$ cat src/rtl/ber_meas_controller.sv
// BER measurement sequencer for the 16-QAM loop.
// Searches the tx->rx symbol delay, then counts bit and symbol errors over a
// 2^LOG2_MEAS-symbol window and latches the results.
// Optional macro BER_AUTO_RESTART_EN: after a successful lock, windows repeat
// back to back with a 1-clk done pulse per window; start in MEASURE re-aligns.
module ber_meas_controller #(
  parameter int unsigned MAX_DELAY  = 31,
  parameter int unsigned DLY_W      = 5,
  parameter int unsigned ALIGN_SYMS = 64,
  parameter int unsigned LOG2_MEAS  = 20,
  parameter int unsigned CNT_W      = 24
) (
  input  logic             clk,
  input  logic             reset,
  input  logic             sym_clk_ena,
  input  logic             start,
  input  logic [1:0]       ref_i,
  input  logic [1:0]       ref_q,
  input  logic [1:0]       rx_i,
  input  logic [1:0]       rx_q,
  output logic             busy,
  output logic             locked,
  output logic             lock_fail,
  output logic             done,
  output logic [DLY_W-1:0] delay_out,
  output logic [CNT_W-1:0] bit_errs,
  output logic [CNT_W-1:0] sym_errs,
  output logic [1:0]       state_out
);

  localparam int unsigned AcntW = $clog2(ALIGN_SYMS + 1);

  typedef enum logic [1:0] {
    StIdle    = 2'd0,
    StAlign   = 2'd1,
    StMeasure = 2'd2,
    StDone    = 2'd3
  } state_e;

  state_e           state_q;
  logic             busy_q, locked_q, lock_fail_q, done_q, miss_q;
  logic [DLY_W-1:0] delay_q, trial_q;
  logic [AcntW-1:0] align_cnt_q;
  logic [LOG2_MEAS-1:0] win_q;
  logic [CNT_W-1:0] bit_acc_q, sym_acc_q, bit_errs_q, sym_errs_q;

  // dline_q[k] holds the reference symbol from k+1 enables ago; the current
  // input symbol serves as candidate 0.
  logic [3:0] dline_q [MAX_DELAY];
  logic [3:0] taps    [MAX_DELAY+1];

  logic [DLY_W-1:0] sel;
  logic [3:0]       cand, err;
  logic [2:0]       popcnt;
  logic             sym_err, miss_nx, go_align;
  logic [AcntW-1:0] align_inc;
  logic [CNT_W:0]   bit_sum, sym_sum;
  logic [CNT_W-1:0] bit_nx, sym_nx;

  // Delay line of reference symbols, advanced on every symbol enable.
  always_ff @(posedge clk) begin
    if (reset) begin
      for (int k = 0; k < int'(MAX_DELAY); k++) dline_q[k] <= '0;
    end else if (sym_clk_ena) begin
      dline_q[0] <= {ref_i, ref_q};
      for (int k = 1; k < int'(MAX_DELAY); k++) dline_q[k] <= dline_q[k-1];
    end
  end

  // Candidate selection, error vector and saturating accumulator next values.
  always_comb begin
    taps[0] = {ref_i, ref_q};
    for (int k = 0; k < int'(MAX_DELAY); k++) taps[k+1] = dline_q[k];
    sel  = (state_q == StMeasure) ? delay_q : trial_q;
    cand = '0;
    for (int k = 0; k <= int'(MAX_DELAY); k++) begin
      if (DLY_W'(k) == sel) cand = taps[k];
    end
    err       = {rx_i, rx_q} ^ cand;
    popcnt    = {2'b00, err[0]} + {2'b00, err[1]} + {2'b00, err[2]} + {2'b00, err[3]};
    sym_err   = |err;
    miss_nx   = miss_q | sym_err;
    align_inc = align_cnt_q + AcntW'(1);
    bit_sum   = {1'b0, bit_acc_q} + (CNT_W+1)'(popcnt);
    sym_sum   = {1'b0, sym_acc_q} + (CNT_W+1)'(sym_err);
    // Carry out of the top bit means the count would wrap: clamp instead.
    bit_nx    = bit_sum[CNT_W] ? '1 : bit_sum[CNT_W-1:0];
    sym_nx    = sym_sum[CNT_W] ? '1 : sym_sum[CNT_W-1:0];
  end

`ifdef BER_AUTO_RESTART_EN
  assign go_align = start && (state_q != StAlign);
`else
  assign go_align = start && ((state_q == StIdle) || (state_q == StDone));
`endif

  // Sequencer FSM with registered status and result outputs.
  always_ff @(posedge clk) begin
    if (reset) begin
      state_q     <= StIdle;
      busy_q      <= 1'b0;
      locked_q    <= 1'b0;
      lock_fail_q <= 1'b0;
      done_q      <= 1'b0;
      miss_q      <= 1'b0;
      delay_q     <= '0;
      trial_q     <= '0;
      align_cnt_q <= '0;
      win_q       <= '0;
      bit_acc_q   <= '0;
      sym_acc_q   <= '0;
      bit_errs_q  <= '0;
      sym_errs_q  <= '0;
    end else if (go_align) begin
      state_q     <= StAlign;
      busy_q      <= 1'b1;
      trial_q     <= '0;
      align_cnt_q <= '0;
      miss_q      <= 1'b0;
      locked_q    <= 1'b0;
      lock_fail_q <= 1'b0;
      done_q      <= 1'b0;
    end else begin
      unique case (state_q)
        StIdle: ;
        StAlign: begin
          if (sym_clk_ena) begin
            if (align_inc == AcntW'(ALIGN_SYMS)) begin
              if (!miss_nx) begin
                locked_q  <= 1'b1;
                delay_q   <= trial_q;
                state_q   <= StMeasure;
                win_q     <= '0;
                bit_acc_q <= '0;
                sym_acc_q <= '0;
              end else if (trial_q == DLY_W'(MAX_DELAY)) begin
                lock_fail_q <= 1'b1;
                delay_q     <= '0;
                done_q      <= 1'b1;
                busy_q      <= 1'b0;
                state_q     <= StDone;
              end else begin
                trial_q     <= trial_q + DLY_W'(1);
                align_cnt_q <= '0;
                miss_q      <= 1'b0;
              end
            end else begin
              align_cnt_q <= align_inc;
              miss_q      <= miss_nx;
            end
          end
        end
        StMeasure: begin
          if (sym_clk_ena) begin
            bit_acc_q <= bit_nx;
            sym_acc_q <= sym_nx;
            if (&win_q) begin
              // Final symbol of the window is folded into the latched result.
              bit_errs_q <= bit_nx;
              sym_errs_q <= sym_nx;
              done_q     <= 1'b1;
              busy_q     <= 1'b0;
              state_q    <= StDone;
            end else begin
              win_q <= win_q + LOG2_MEAS'(1);
            end
          end
        end
        StDone: begin
`ifdef BER_AUTO_RESTART_EN
          if (locked_q) begin
            state_q   <= StMeasure;
            busy_q    <= 1'b1;
            done_q    <= 1'b0;
            win_q     <= '0;
            bit_acc_q <= '0;
            sym_acc_q <= '0;
          end
`endif
        end
      endcase
    end
  end

  assign busy      = busy_q;
  assign locked    = locked_q;
  assign lock_fail = lock_fail_q;
  assign done      = done_q;
  assign delay_out = delay_q;
  assign bit_errs  = bit_errs_q;
  assign sym_errs  = sym_errs_q;
  assign state_out = state_q;

endmodule

$ cat config.mk
export PLATFORM = sky130hd
export DESIGN_NAME = ber_meas_controller
export DESIGN_NICKNAME = d
export VERILOG_FILES = /design/src/rtl/ber_meas_controller.sv
export SDC_FILE = /design/constraint.sdc
export NUM_CORES = 1
export LEC_CHECK = 0
export ABC_AREA = 1
export BUFFER_PORTS_ARGS = -buffer_cell sky130_fd_sc_hd__buf_4
export CELL_PAD_IN_SITES_DETAIL_PLACEMENT = 1
export CELL_PAD_IN_SITES_GLOBAL_PLACEMENT = 2
export CORE_MARGIN = 2
export CORE_UTILIZATION = 36
export DETAILED_ROUTE_END_ITERATION = 10
export HOLD_SLACK_MARGIN = 0.08
export PLACE_DENSITY = 0.81
export SLEW_MARGIN = 10
export SYNTH_ARGS = -nofsm -noshare
export SYNTH_HDL_FRONTEND = slang
export SYNTH_SLANG_ARGS = --single-unit
$ cat constraint.sdc
create_clock -name clk -period 8.2 [get_ports clk]
set_input_delay 0 -clock clk [delete_from_list [all_inputs] [get_ports clk]]
set_output_delay 0 -clock clk [all_outputs]
set_load 0.03 [all_outputs]
==> results.rst <==
.. list-table::
   :header-rows: 1

   * - Metric
     - Value
   * - Reg2Reg Depth
     - 49
   * - Die W
     - 199 µm
   * - Endpoint of the lowest-slack register-to-register path
     - bit_acc_q[22]
   * - Clock share of power
     - 43.3%
   * - Buf+Inv Stages, Crit Path
     - 6
   * - Remaining Overflow, GRT
     - 0
   * - Sequential share of power
     - 38.4%
   * - Post-Layout Inst Area
     - 16100 µm²
   * - Num CTS Buffers
     - 34
   * - Residual DRC count
     - 0
   * - Overall Global Routing Usage
     - 21.2%
   * - Clock tree from TritonCTS
     - done
   * - Worst Path Required
     - 8.65 ns
   * - Root cell of the clock tree
     - clkbuf_16
   * - Maximum number of pins on one net before global-route repair
     - 97
   * - Worst slew slack as a fraction of its limit
     - 20.5%
   * - Met2 wire length
     - 19400 µm
   * - Critical-path cell with the highest stage delay
     - fa_1
   * - Largest clock skew in the final design
     - 0.0154 ns
   * - Nature of the critical path endpoint
     - flop
   * - DR WL met3
     - 1390 µm
   * - Maximum fanout along the worst path
     - 15
   * - Post-synthesis async set-or-reset flop share
     - 0%
   * - Worst hold slack after final layout
     - 0.166 ns
   * - Wire length of the first global-routing pass
     - 66100 µm
   * - Total length of routed wires
     - 41400 µm
   * - Placed Area
     - 14600 µm²
   * - RSZ-0062 raised after global routing
     - true
   * - Top routing layer used
     - met4
   * - CTS HTree Levels
     - 2
   * - Leakage component of the power
     - 6.43 nW
   * - Sink of the worst hold path
     - miss_q
   * - Final Hold Vio Count
     - 0
   * - Worst-case register-to-register setup slack
     - 0.78 ns
   * - Antenna Diode Count
     - 0
   * - Share of final-layout standard cells stronger than drive strength 1
     - 9.83%
   * - Final setup vio count
     - 0
   * - Final clock period utilization by the worst path
     - 90.4%
   * - TritonCTS Sinks
     - 264
   * - Quantity of I/O buffers inserted on ports
     - 70
   * - Fraction of the yosys area taken by sequential cells
     - 47.7%
   * - Average wire length per cell after detail routing
     - 17.0 µm
   * - Clock Latency Late Sink
     - 0.54 ns
   * - Count of boundary I/O pins
     - 71
   * - Post-synth EDFFs
     - 124
   * - Final-report max-slew violation count
     - 0
   * - Yosys warning count
     - 0
   * - R2r startpoint
     - state_out[0]
   * - Cell count after synthesis
     - 1844
   * - Half-perimeter wire length after placement
     - 27900 µm
   * - Starting density of the core
     - 36.4%
   * - Number of global-route vias before repair
     - 12347
   * - Kind of cell adding the most delay to the critical path
     - simple AND/OR/NAND/NOR gates
   * - Synthesized area divided by synthesized cell count
     - 7.42 µm²
   * - Number of DRC markers after the initial detailed-route iteration
     - 576
   * - Start point of the worst hold path
     - rx_q[1]
   * - Final #Nets
     - 1921
   * - Tightest Hold Check Type
     - in -> reg
   * - Max-cap check violation count
     - 0
   * - Clock transition at the registers of the reported paths
     - 0.06 ns
   * - Power dissipated by switching net loads
     - 1.17 mW
   * - Most common cell after layout, fill and taps aside
     - nand2_1
   * - Worst setup path class
     - reg -> reg
   * - Number of antenna violations at the first check in global routing
     - 0
   * - Power density over the cells
     - 241 nW/µm²
   * - FMAX
     - 0.135 GHz
   * - Primary flip-flop cell chosen by synthesis mapping
     - dfxtp_1
   * - Die area
     - 39600 µm²
   * - Area of the placeable core
     - 37600 µm²
   * - Outcome
     - complete, no violations
   * - # rows
     - 71
   * - Die boundary height
     - 199 µm
   * - DR pass1 iterations
     - 5
   * - Worst-margin pin slew
     - 1.19 ns
   * - Internal power of the cells
     - 2.69 mW
   * - Cell Count, Final, Fillers Out
     - 2434
   * - Post-layout minimum cycle time
     - 7.42 ns
   * - M1 wire length
     - 19800 µm
   * - Largest buffer count on any clock path
     - 3
   * - Detail-routed via count per cell
     - 5.01
   * - Number of instances on the worst hold path
     - 7
   * - Worst IR drop on VDD
     - 114 µV
   * - Via Count
     - 12203
   * - Net switching share of the total power
     - 30.4%
   * - Cell Area, Synth
     - 13700 µm²
   * - Area overhead of the layout relative to synthesis
     - 17.4%
   * - Register bit total from synthesis
     - 264
   * - Gpl congestion
     - 0.836
   * - Cell with the most instances on the worst path
     - nand2_1
   * - Number of nets in the synthesized netlist
     - 1868
   * - Commonest non-fill, non-tap cells in the layout
     - 333 x nand2_1, 304 x inv_1, 298 x nor2_1, 167 x a21oi_1, 140 x dfxtp_1
   * - Count of unique library cells instantiated by Yosys
     - 41
   * - Combinational power share
     - 18.3%
   * - Count of placed standard cells including taps
     - 2363
   * - Critical Path Start Type
     - flop
   * - Largest incremental delay on the critical path
     - 0.50 ns
   * - Crit path DAT
     - 7.87 ns
   * - Post-DRT Antenna Nets
     - 0
-- per-layer routing --
layer,vias up,track usage (%)
li1,6041,-
met1,5942,28.5
met2,170,35.5
met3,50,2.90
met4,0,6.08
met5,-,0
-- flip-flops by register name (all words and copies together), names as in the netlist, 2 cells and up --
register     cells
sym_errs        24
bit_acc_q       24
sym_acc_q       24
align_cnt_q      7
dline_q        124
delay_out        5
trial_q          5
bit_errs        24
state_out        2
win_q           20
-- timing repair --
action | 4_1_cts | 5_1_grt
setup buffers | 0 | 2
gates resized for setup | 0 | 18
hold endpoints to repair | 66 | 0
setup endpoints to repair | 0 | 32
hold buffers | 7 | 0
-- worst max-delay path by stage --
stage / startpoint / slack (ns) / cells after the start / endpoint
floorplan: state_out[0] / 1.70 / 53 / bit_acc_q[23]
detailed placement: state_out[0] / 0.09 / 50 / bit_acc_q[23]
global route: state_out[0] / -0.04 / 53 / bit_acc_q[22]
global placement: state_out[0] / 0.34 / 50 / bit_acc_q[23]
finish: state_out[0] / 0.78 / 49 / bit_acc_q[22]
CTS: state_out[0] / 0.07 / 50 / bit_acc_q[23]
-- through the flow --
step	TNS, ns	power [mW]	setup WS, ns	util [%]
after floorplan	0	1.98	1.70	-
after global placement	0	2.21	0.339	39.0
after detailed placement	0	2.22	0.0937	39.0
after CTS	0	3.91	0.0665	42.5
after global routing	-0.0374	4.04	-0.0374	42.7
final	0	3.86	0.784	42.7
-- power groups by stage --
stage                     Sequential [mW]  Clock (mW)  Combinational (mW)
final                                1.48        1.67               0.706
after global routing                 1.49        1.76               0.788
after CTS                            1.48        1.71               0.715
after detailed placement             1.51           0               0.708
after global placement               1.51           0               0.697
after floorplan                      1.51           0               0.473
-- cell usage after synthesis, types with 2 or more instances --
master,n,area share (%)
buf_2,8,0.29
xor2_1,29,1.9
nor2_2,6,0.27
o21ai_1,3,0.11
a21oi_1,167,6.1
nand3b_1,3,0.16
nor2_1,301,8.3
clkinv_1,2,0.055
nand4_1,89,4.1
nand2_1,337,9.2
nand3_2,2,0.15
dfxtp_1,140,20
buf_6,5,0.41
o21ai_0,98,3.6
inv_2,6,0.16
nand2_2,2,0.091
or2_2,9,0.41
fa_1,3,0.44
buf_1,2,0.055
clkbuf_1,61,1.7
nor3_1,35,1.3
nor4_1,11,0.50
xnor2_1,4,0.26
nor3b_1,5,0.27
edfxtp_1,124,27
buf_4,2,0.11
a211oi_1,3,0.16
inv_1,305,8.4
nand3_4,2,0.26
nand3_1,61,2.2
ha_1,9,0.82
-- final cells by class --
cell class,instances,area (µm²)
Fill cell,4618,21500
Sequential cell,264,6530
Multi-Input combinational cell,1189,5730
Inverter,313,1180
Clock buffer,41,941
Timing Repair Buffer,95,731
Tap cell,511,639
Clock inverter,21,308
-- worst min-delay path, delay by kind of cell --
kind	cells	cell delay, ns
simple gates	5	0.44
compound gates	1	0.11
buf+inv	1	0.10
-- cells by family after synthesis --
| group | Yosys count | share of synthesized area, % |
|---|---|---|
| AO/OA/AOI/OAI | 276 | 10.2 |
| AND/OR/NAND/NOR | 868 | 27.5 |
| adder cells (fa/ha/maj) | 12 | 1.26 |
| buffers and inverters | 391 | 11.1 |
| flip-flops | 264 | 47.7 |
| XOR/XNOR | 33 | 2.11 |
No activity file was read; power rests on OpenSTA's default activity.
